`src/rtl/ws2812_pkg.sv`:
```
// ---------------------------------------------------------------------------
// ws2812_pkg
//   Shared WS2812 line timing at 50 MHz and the receiver state encoding.
//   Revision: 1.0
// ---------------------------------------------------------------------------
`default_nettype none

package ws2812_pkg;

  localparam int unsigned c_clk_hz       = 50_000_000;
  localparam int unsigned c_t0h_cycles   = 20;    // 0.40 us
  localparam int unsigned c_t1h_cycles   = 40;    // 0.80 us
  localparam int unsigned c_bit_cycles   = 62;    // 1.25 us, rounded down
  localparam int unsigned c_reset_cycles = 2500;  // 50 us latch gap
  localparam int unsigned c_cnt_w        = 12;

  typedef enum logic [1:0] {
    S_SYNC = 2'd0,
    S_IDLE = 2'd1,
    S_HIGH = 2'd2,
    S_LOW  = 2'd3
  } rx_state_t;

endpackage

`default_nettype wire

```
`src/rtl/ws2812_sync.sv`:
```
// ---------------------------------------------------------------------------
// ws2812_sync
//   Two-flop synchronizer for the WS2812 line plus edge strobes.
//   Revision: 1.0
// ---------------------------------------------------------------------------
`default_nettype none

module ws2812_sync
  import ws2812_pkg::*;
(
  input  logic clk,
  input  logic reset,
  input  logic i_din,
  output logic o_din_s,
  output logic o_rise,
  output logic o_fall
);

  logic r_meta;
  logic r_sync;
  logic r_dly;

  always_ff @(posedge clk) begin
    if (reset) begin
      r_meta <= 1'b0;
      r_sync <= 1'b0;
      r_dly  <= 1'b0;
    end else begin
      r_meta <= i_din;
      r_sync <= r_meta;
      r_dly  <= r_sync;
    end
  end

  assign o_din_s = r_sync;
  assign o_rise  = r_sync & ~r_dly;
  assign o_fall  = ~r_sync & r_dly;

endmodule

`default_nettype wire

```
`src/rtl/ws2812_rx.sv`:
```
// ---------------------------------------------------------------------------
// ws2812_rx
//   WS2812 serial line receiver: pulse-width bit decode, 24-bit pixel
//   assembly, frame-end detection and protocol error reporting.
//   Revision: 1.0
// ---------------------------------------------------------------------------
`default_nettype none

module ws2812_rx
  import ws2812_pkg::*;
#(
  parameter int unsigned T_MIN_HIGH = 8,
  parameter int unsigned T_THRESH   = 30,
  parameter int unsigned T_MAX_HIGH = 75,
  parameter int unsigned T_RESET    = c_reset_cycles
) (
  input  logic        clk,
  input  logic        reset,
  input  logic        din,
  output logic        pixel_valid,
  output logic [23:0] pixel_data,
  output logic        frame_done,
  output logic [9:0]  pixel_count,
  output logic        err
);

  localparam logic [c_cnt_w-1:0] c_min_high = c_cnt_w'(T_MIN_HIGH);
  localparam logic [c_cnt_w-1:0] c_thresh   = c_cnt_w'(T_THRESH);
  localparam logic [c_cnt_w-1:0] c_max_high = c_cnt_w'(T_MAX_HIGH);
  localparam logic [c_cnt_w-1:0] c_reset    = c_cnt_w'(T_RESET);

  logic w_din_s, w_rise, w_fall;

  ws2812_sync u_sync (
    .clk     (clk),
    .reset   (reset),
    .i_din   (din),
    .o_din_s (w_din_s),
    .o_rise  (w_rise),
    .o_fall  (w_fall)
  );

  rx_state_t          r_state, w_state;
  logic [c_cnt_w-1:0] r_high_cnt, w_high_cnt, w_high_inc;
  logic [c_cnt_w-1:0] r_low_cnt, w_low_cnt, w_low_inc;
  logic [22:0]        r_shift, w_shift;
  logic [4:0]         r_bit_cnt, w_bit_cnt;
  logic [23:0]        r_pixel, w_pixel;
  logic [9:0]         r_pix_cnt, w_pix_cnt;
  logic               r_valid, w_valid, r_done, w_done, r_err, w_err;
  logic               w_bit;

  assign w_high_inc = (r_high_cnt < c_max_high) ? r_high_cnt + 12'd1 : r_high_cnt;
  assign w_low_inc  = (r_low_cnt < c_reset) ? r_low_cnt + 12'd1 : r_low_cnt;
  assign w_bit      = (r_high_cnt >= c_thresh);

  always_ff @(posedge clk) begin
    if (reset) begin
      r_state    <= S_SYNC;
      r_high_cnt <= '0;
      r_low_cnt  <= '0;
      r_shift    <= '0;
      r_bit_cnt  <= '0;
      r_pixel    <= '0;
      r_pix_cnt  <= '0;
      r_valid    <= 1'b0;
      r_done     <= 1'b0;
      r_err      <= 1'b0;
    end else begin
      r_state    <= w_state;
      r_high_cnt <= w_high_cnt;
      r_low_cnt  <= w_low_cnt;
      r_shift    <= w_shift;
      r_bit_cnt  <= w_bit_cnt;
      r_pixel    <= w_pixel;
      r_pix_cnt  <= w_pix_cnt;
      r_valid    <= w_valid;
      r_done     <= w_done;
      r_err      <= w_err;
    end
  end

  always_comb begin
    w_state    = r_state;
    w_high_cnt = r_high_cnt;
    w_low_cnt  = r_low_cnt;
    w_shift    = r_shift;
    w_bit_cnt  = r_bit_cnt;
    w_pixel    = r_pixel;
    w_pix_cnt  = r_done ? 10'd0 : r_pix_cnt;
    w_valid    = 1'b0;
    w_done     = 1'b0;
    w_err      = 1'b0;
    case (r_state)
      S_SYNC: begin
        if (w_din_s) begin
          w_low_cnt = '0;
        end else begin
          w_low_cnt = w_low_inc;
          if (w_low_inc == c_reset) w_state = S_IDLE;
        end
      end
      S_IDLE: begin
        if (w_rise) begin
          w_state    = S_HIGH;
          w_high_cnt = 12'd1;
        end
      end
      S_HIGH: begin
        if (w_fall) begin
          if (r_high_cnt < c_min_high) begin
            // Runt pulse abandons the frame; this falling cycle is the first low.
            w_err     = 1'b1;
            w_state   = S_SYNC;
            w_low_cnt = 12'd1;
            w_bit_cnt = '0;
            w_pix_cnt = '0;
          end else begin
            w_shift   = {r_shift[21:0], w_bit};
            w_state   = S_LOW;
            w_low_cnt = 12'd1;
            if (r_bit_cnt == 5'd23) begin
              w_bit_cnt = '0;
              w_pixel   = {r_shift, w_bit};
              w_valid   = 1'b1;
              w_pix_cnt = (r_pix_cnt == 10'd1023) ? r_pix_cnt : r_pix_cnt + 10'd1;
            end else begin
              w_bit_cnt = r_bit_cnt + 5'd1;
            end
          end
        end else begin
          w_high_cnt = w_high_inc;
          if (w_high_inc == c_max_high) begin
            w_err     = 1'b1;
            w_state   = S_SYNC;
            w_low_cnt = '0;
            w_bit_cnt = '0;
            w_pix_cnt = '0;
          end
        end
      end
      S_LOW: begin
        if (w_rise) begin
          w_state    = S_HIGH;
          w_high_cnt = 12'd1;
        end else begin
          w_low_cnt = w_low_inc;
          if (w_low_inc == c_reset) begin
            w_done    = 1'b1;
            w_err     = (r_bit_cnt != 5'd0);
            w_bit_cnt = '0;
            w_state   = S_IDLE;
          end
        end
      end
      default: w_state = S_SYNC;
    endcase
  end

  assign pixel_valid = r_valid;
  assign pixel_data  = r_pixel;
  assign frame_done  = r_done;
  assign pixel_count = r_pix_cnt;
  assign err         = r_err;

endmodule

`default_nettype wire
```
`config.mk`:
```
export PLATFORM = sky130hd
export DESIGN_NAME = ws2812_rx
export DESIGN_NICKNAME = d
export VERILOG_FILES = /design/src/rtl/ws2812_pkg.sv /design/src/rtl/ws2812_sync.sv /design/src/rtl/ws2812_rx.sv
export SDC_FILE = /design/constraint.sdc
export NUM_CORES = 1
export LEC_CHECK = 0
export BUFFER_PORTS_ARGS = -buffer_cell sky130_fd_sc_hd__buf_2
export CAP_MARGIN = 20
export CORE_ASPECT_RATIO = 1.5
export CORE_UTILIZATION = 30
export DETAILED_ROUTE_END_ITERATION = 12
export HOLD_SLACK_MARGIN = 0.06
export PLACE_DENSITY = 0.42
export SLEW_MARGIN = 20
export SYNTH_ARGS = -nofsm -noshare
export SYNTH_HDL_FRONTEND = slang
export SYNTH_SLANG_ARGS = --single-unit
```
`constraint.sdc`:
```
create_clock -name clk -period 3.87 [get_ports clk]
set_input_delay 0.1935 -clock clk [delete_from_list [all_inputs] [get_ports clk]]
set_output_delay 0.1935 -clock clk [all_outputs]
set_load 0.01 [all_outputs]
```
## Word level (Yosys, flattened, before mapping)

Index checks and enable logic that the tools add are counted.

| operators by class | value |
|---|---|
| reductions and logical operators | 14 |
| eq/ne operators | 15 |
| bitwise operators | 8 |
| muxes and demuxes | 40 |
| magnitude comparators | 4 |
| $add $sub $neg | 4 |

Operators by type and width:

| kind | count |
|---|---|
| 2-to-1 mux 12 bit | 8 |
| 2-to-1 mux 10 bit | 7 |
| case mux 12 bit (3 select lines) | 1 |
| 2-to-1 mux 5 bit | 6 |
| adder 12 x 1 -> 12 bit (second input constant) | 2 |
| case mux 12 bit (2 select lines) | 1 |
| 2-to-1 mux 2 bit | 7 |
| equality test 12 bit (second input constant) | 1 |
| equality test 12 x 7 -> 1 bit (second input constant) | 1 |
| >= comparator 12 x 5 -> 1 bit (second input constant) | 1 |
| < comparator 12 bit (second input constant) | 1 |
| < comparator 12 x 4 -> 1 bit (second input constant) | 1 |
| < comparator 12 x 7 -> 1 bit (second input constant) | 1 |
| AND reduction 3 bit | 4 |
| adder 10 x 1 -> 10 bit (second input constant) | 1 |
| equality test 10 bit (second input constant) | 1 |
| case mux 5 bit (2 select lines) | 1 |
| inequality test 2 bit (second input constant) | 4 |
| case mux 2 bit (4 select lines) | 1 |
| AND reduction 4 bit | 2 |
| 2-to-1 mux 1 bit | 7 |
| inverter 1 bit | 6 |
| adder 5 x 1 -> 5 bit (second input constant) | 1 |
| equality test 5 bit (second input constant) | 1 |
| 14 further kinds | 18 |

| storage, ports and cells | value |
|---|---|
| word-level logic and storage cells | 98 |
| input bits | 3 |
| flip-flop bits (word level) | 94 |
| output and inout bits | 37 |

## Longest topological paths before layout

| logic depth | value |
|---|---|
| depth after elaboration | 6 |
| depth in mapped cells | 10 |
| gate-level depth less buffers | 8 |

## By module

From an unflattened synthesis, not the netlist that was laid out.

| second synthesis, totals | value |
|---|---|
| cells, all modules | 587 |
| area total of the unflattened synthesis | 4483.0 um2 |

By module, submodules not included:

| module | area an instance (um2) | cells each | instances | seq. area each (um2) |
|---|---|---|---|---|
| ws2812_rx | 4391.7 | 579 | 1 | 1821.7 |
| ws2812_sync | 91.3 | 8 | 1 | 60.1 |

## Least setup slack after synthesis

OpenSTA, ideal clock, no wires.

| timing path | value |
|---|---|
| kind | flip-flop to flip-flop |
| start | register r_low_cnt[2] |
| end | register r_state[1] |
| slack | 1.444 ns |
| cell stages (with the launch flop) | 9 |
| clock period less this slack | 2.426 ns |
| buffers on the path | 1 |
| required time | 3.738 ns |
| library setup time | 0.132 ns |
| arrival | 2.294 ns |
| path through | dfxtp_1 -> buf_2 -> nand4_2 -> or4_4 -> a211o_1 -> a221oi_2 -> nand4_2 -> a2111oi_2 -> nor3_1 |

| on the way | value |
|---|---|
| longest elaborated chain between the ends | 6 |
| elaborated cells on any way between the ends | 8 |
| classes of those cells | add/sub (1); order compare (1); eq/ne (1); mux (5) |

Ends and longest elaborated chain:

| item | line | text |
|---|---|---|
| start: declaration | ws2812_rx.sv:45 | `logic [c_cnt_w-1:0] r_low_cnt, w_low_cnt, w_low_inc;` |
| start signal: assignment | ws2812_rx.sv:72 | `r_low_cnt <= w_low_cnt;` |
| adder 12 x 1 -> 12 bit / < comparator 12 bit (equally long branches) | ws2812_rx.sv:54 | `assign w_low_inc = (r_low_cnt < c_reset) ? r_low_cnt + 12'd1 : r_low_cnt;` |
| 2-to-1 mux 12 bit * | ws2812_rx.sv:54 |  |
| equality test 12 bit * | ws2812_rx.sv:100, ws2812_rx.sv:148 |  |
| 2-to-1 mux 2 bit * | -- |  |
| 2-to-1 mux 2 bit (on tied branches) | -- |  |
| case mux 2 bit (4 select lines) * | -- |  |
| end signal: assignment | ws2812_rx.sv:70 | `r_state <= w_state;` |
| end: declaration | ws2812_rx.sv:43 | `rx_state_t r_state, w_state;` |

Mark *: on every way between the ends. The rest lies on a longest branch, timed or not. The select of a mux whose other input is x is not followed.
A chain may end at the register's enable or synchronous reset.

## Final worst setup path

| timing path | value |
|---|---|
| start | register r_high_cnt[1] |
| end | register r_low_cnt[11] |

| on the way | value |
|---|---|
| longest elaborated chain between the ends | 5 |
| elaborated cells on any way between the ends | 6 |
| classes of those cells | add/sub (1); order compare (1); eq/ne (2); mux (1); reduce/logical (1) |

Ends and longest elaborated chain:

| item | line | text |
|---|---|---|
| start: declaration | ws2812_rx.sv:44 | `logic [c_cnt_w-1:0] r_high_cnt, w_high_cnt, w_high_inc;` |
| start signal: assignment | ws2812_rx.sv:71 | `r_high_cnt <= w_high_cnt;` |
| adder 12 x 1 -> 12 bit / < comparator 12 x 7 -> 1 bit (equally long branches) | ws2812_rx.sv:53 | `assign w_high_inc = (r_high_cnt < c_max_high) ? r_high_cnt + 12'd1 : r_high_cnt;` |
| 2-to-1 mux 12 bit * | ws2812_rx.sv:53 |  |
| equality test 12 x 7 -> 1 bit * | ws2812_rx.sv:133 | `if (w_high_inc == c_max_high) begin` |
| inequality test 3 x 2 -> 1 bit (no source line) * | -- |  |
| AND reduction 3 bit (no source line) * | -- |  |

Mark *: on every way between the ends. The rest lies on a longest branch, timed or not.

==> impl_results.md <==
- # DRC: 0
- Largest cells by area after synthesis: dfxtp_1 43%, nand2_1 10%, a21oi_1 7.8%
- Worst VDD drop: 0.1858 mV
- Share of flip-flops with an asynchronous set or reset: 0%
- Initial Util: a little under a third
- First-pass GRT wire length: 19.28 mm
- RSZ-0062 raised after global routing: false
- Slew Limit Headroom: 35.99%
- CP max stage cell: a22o_1
- Maximum Capacitance Violations: 0
- Worst Path Buf+Inv: 0
- Yosys warnings: 0
- Post-route design area: between 0.005 and 0.006 mm^2
- Clk_lat worst skew: 350 ps
- Final ANT Viol Nets: 0
- # setup viols final: 0
- Antenna Diode Count: 0
- Critical path type: reg2reg
- Gr ovfl total: 0
- DR iter-0 viols: 142
- Area leader, netlist: dfxtp_1
- Power Density: 374.2 mW/mm^2
- WP data required: about 4100 ps
- Placement Cell Area: 0.004732 mm^2
- Crit path max-delay family: compound AO/OA/AOI/OAI gates
- Synth Area per Inst: 7.923 um^2
- Startpoint Class: flip-flop
- Seq/Total Area, Yosys: approximately 43%
- Post-synthesis register bit count: 94
- Area growth syn-to-layout: 14.40%
- Number of flops mapped to enable cells by yosys: 0
- Worst slew pin tran: 960.2 ps
- LEAKAGE: 1.855 nW
- Layout cells sized above 1: 13.60%
- CP Capture Type: flip-flop
- Synthesized area: 0.004389 mm^2
- Fmax: 348.1 MHz
- H-Tree Depth: 3
- Mapped Cells: 554
- Total I/O pin count: 40
- Placer Congestion: 0.9068
- Wire per inst: approximately 15 um
- Yosys top cell area share: 42.87%
- Final Slew Violations: 0
- Final Hold Fails: 0
- CTS tree: built
- Clock Skew: 9.169 ps
- Pin count of the biggest net entering global routing: 86
- Main synth FF type: dfxtp_1
- All-Layer GR Usage: 16.24%
- Critical Path, Cell by Cell: ha_1 -> o21ai_0 -> a21bo_2 -> a41o_1 -> a211oi_2 -> a22o_1 -> a41oi_1 -> a211oi_1
- Drt first pass iters: 5
- Synth cell types: 64
- Root Driver: clkbuf_16
- Core Footprint: between 0.01 and 0.015 mm^2
- Final Critical Period: 2873 ps
- Total Wirelength: 11.45 mm
- Width of the die: 100.8 um
- Post-Syn Nets: 563
- Status: completed
- Initial antenna violation count: 0
- Tcrit/Tclk final: between 70% and 80%
- Crit-path max cell delay: 560 ps
- # rows: 53
- Setup Total Neg Slack: 0 ps
- Synth cell count leaders: 119 x nand2_1, 94 x dfxtp_1, 68 x a21oi_1
- Critical Path AT: ~3100 ps
- Vias: between 4000 and 5000
- Clock transition at path regs: 70 ps
- Hold Path Class: in2reg
- Hpwl dp: 7.639 mm
- Post-DR vias/cell: 5.193
- Clock sink count: 94
- Most frequent cell after synthesis: nand2_1
- TritonCTS Buffers: 9
- Vias in the first global route: 3843
- Post-CTS Resized: 0
- Max clock buf depth: 2
- Die area: approximately 0.015 mm^2
- Die Ht: 150.1 um
- Nets: 586
- PortBufs: 39
- Worst-path fanout max: 13
worst reg2reg max path: cells and delay by family (launching register included):
kind	cells	cell delay (ps)
flip-flops	1	410
AO/OA/AOI/OAI	7	2070
adder cells (fa/ha/maj)	1	300
through the flow:
step           power [mW]  worst slack (ps)  hold WS [ps]  utilization [%]  std cells
2_1_floorplan       1.030              1444         321.7                -        554
6_report            1.879             997.0         401.9            35.55        773
3_3_place_gp        1.044              1094         401.3            33.50        757
5_1_grt             1.959             720.5         428.8            35.55        773
3_5_place_dp        1.044              1043         407.7            33.50        757
4_1_cts             1.916             962.2         401.4            35.55        773
state kept, by name, summed over array words and instances, names as in the netlist:
register / cells
frame_done: 1
r_state: 2
pixel_count: 10
u_sync.r_meta: 1
r_low_cnt: 12
r_bit_cnt: 5
pixel_valid: 1
u_sync.o_din_s: 1
err: 1
pixel_data: 24
r_shift: 23
r_high_cnt: 12
u_sync.r_dly: 1
cell usage in the layout, fill, tap and decap left out, types with 5 or more instances in the layout:
cell type	n
a211oi_1	6
a21o_1	5
a21oi_1	68
a311oi_1	9
a31oi_1	11
and2_1	7
and3_1	8
buf_2	39
buf_4	6
clkbuf_16	9
dfxtp_1	94
ha_1	6
inv_1	10
nand2_1	119
nand2b_1	6
nand3_1	16
nand4_1	6
nor2_1	40
nor2b_1	5
nor3_1	12
o21ai_0	24
per-layer routing:
| layer | vias to the layer above | global-route usage [%] | part of all wire [%] | wire length (um) |
|---|---|---|---|---|
| li1 | 2011 | - | - | - |
| met1 | 1891 | 18.36 | 43 | 4969 |
| met2 | 84 | 28.84 | 49 | 5647 |
| met3 | 28 | 3.064 | 3.7 | 421 |
| met4 | 0 | 8.188 | 3.6 | 408 |
| met5 | - | 0 | 0 | 0 |
power breakdown:
group	total, mW	internal (mW)	switching, mW
Clock	0.857	0.445	0.412
Combinational	0.0438	0.0131	0.0307
Sequential	0.978	0.970	0.00773
area by class of cell:
cell class                 instances  area [um^2]
fill                            1487         9104
timing repair buffer              46        250.2
clock buffer                       9        225.2
sequential                        94         1882
tap                              192        240.2
inverter                          11        41.29
multi-input combinational        415         2328
clock inverter                     6        53.80
what timing repair did:
item,CTS,global route
buffers inserted,0,0
hold buffers,1,0
endpoints found under the hold margin,1,0
path summary, 6_finish.rpt:
kind | start | endpoint | slack (ps) | depth (start not counted)
worst min register to register | pixel_data[7] | pixel_data[7] | 450 | 2
worst max register to register | r_high_cnt[1] | r_low_cnt[11] | 1000 | 8
worst min-delay path | reset | r_bit_cnt[1] | 400 | 4
worst max-delay path | r_high_cnt[1] | r_low_cnt[11] | 1000 | 8
logic make-up (layout without fill, tap and decap cells):
logic type               count (synthesis)  count (layout)  share of synthesized area, %
adder cells (fa/ha/maj)                  6               6                         1.710
buffers and inverters                   45              72                         4.134
AO/OA/AOI/OAI                          157             157                         23.29
XOR/XNOR                                 5               5                        0.9979
AND/OR/NAND/NOR                        243             243                         26.03
flip-flops                              94              94                         42.87
multiplexers                             4               4                        0.9692
(Power assumes the default switching activity.)
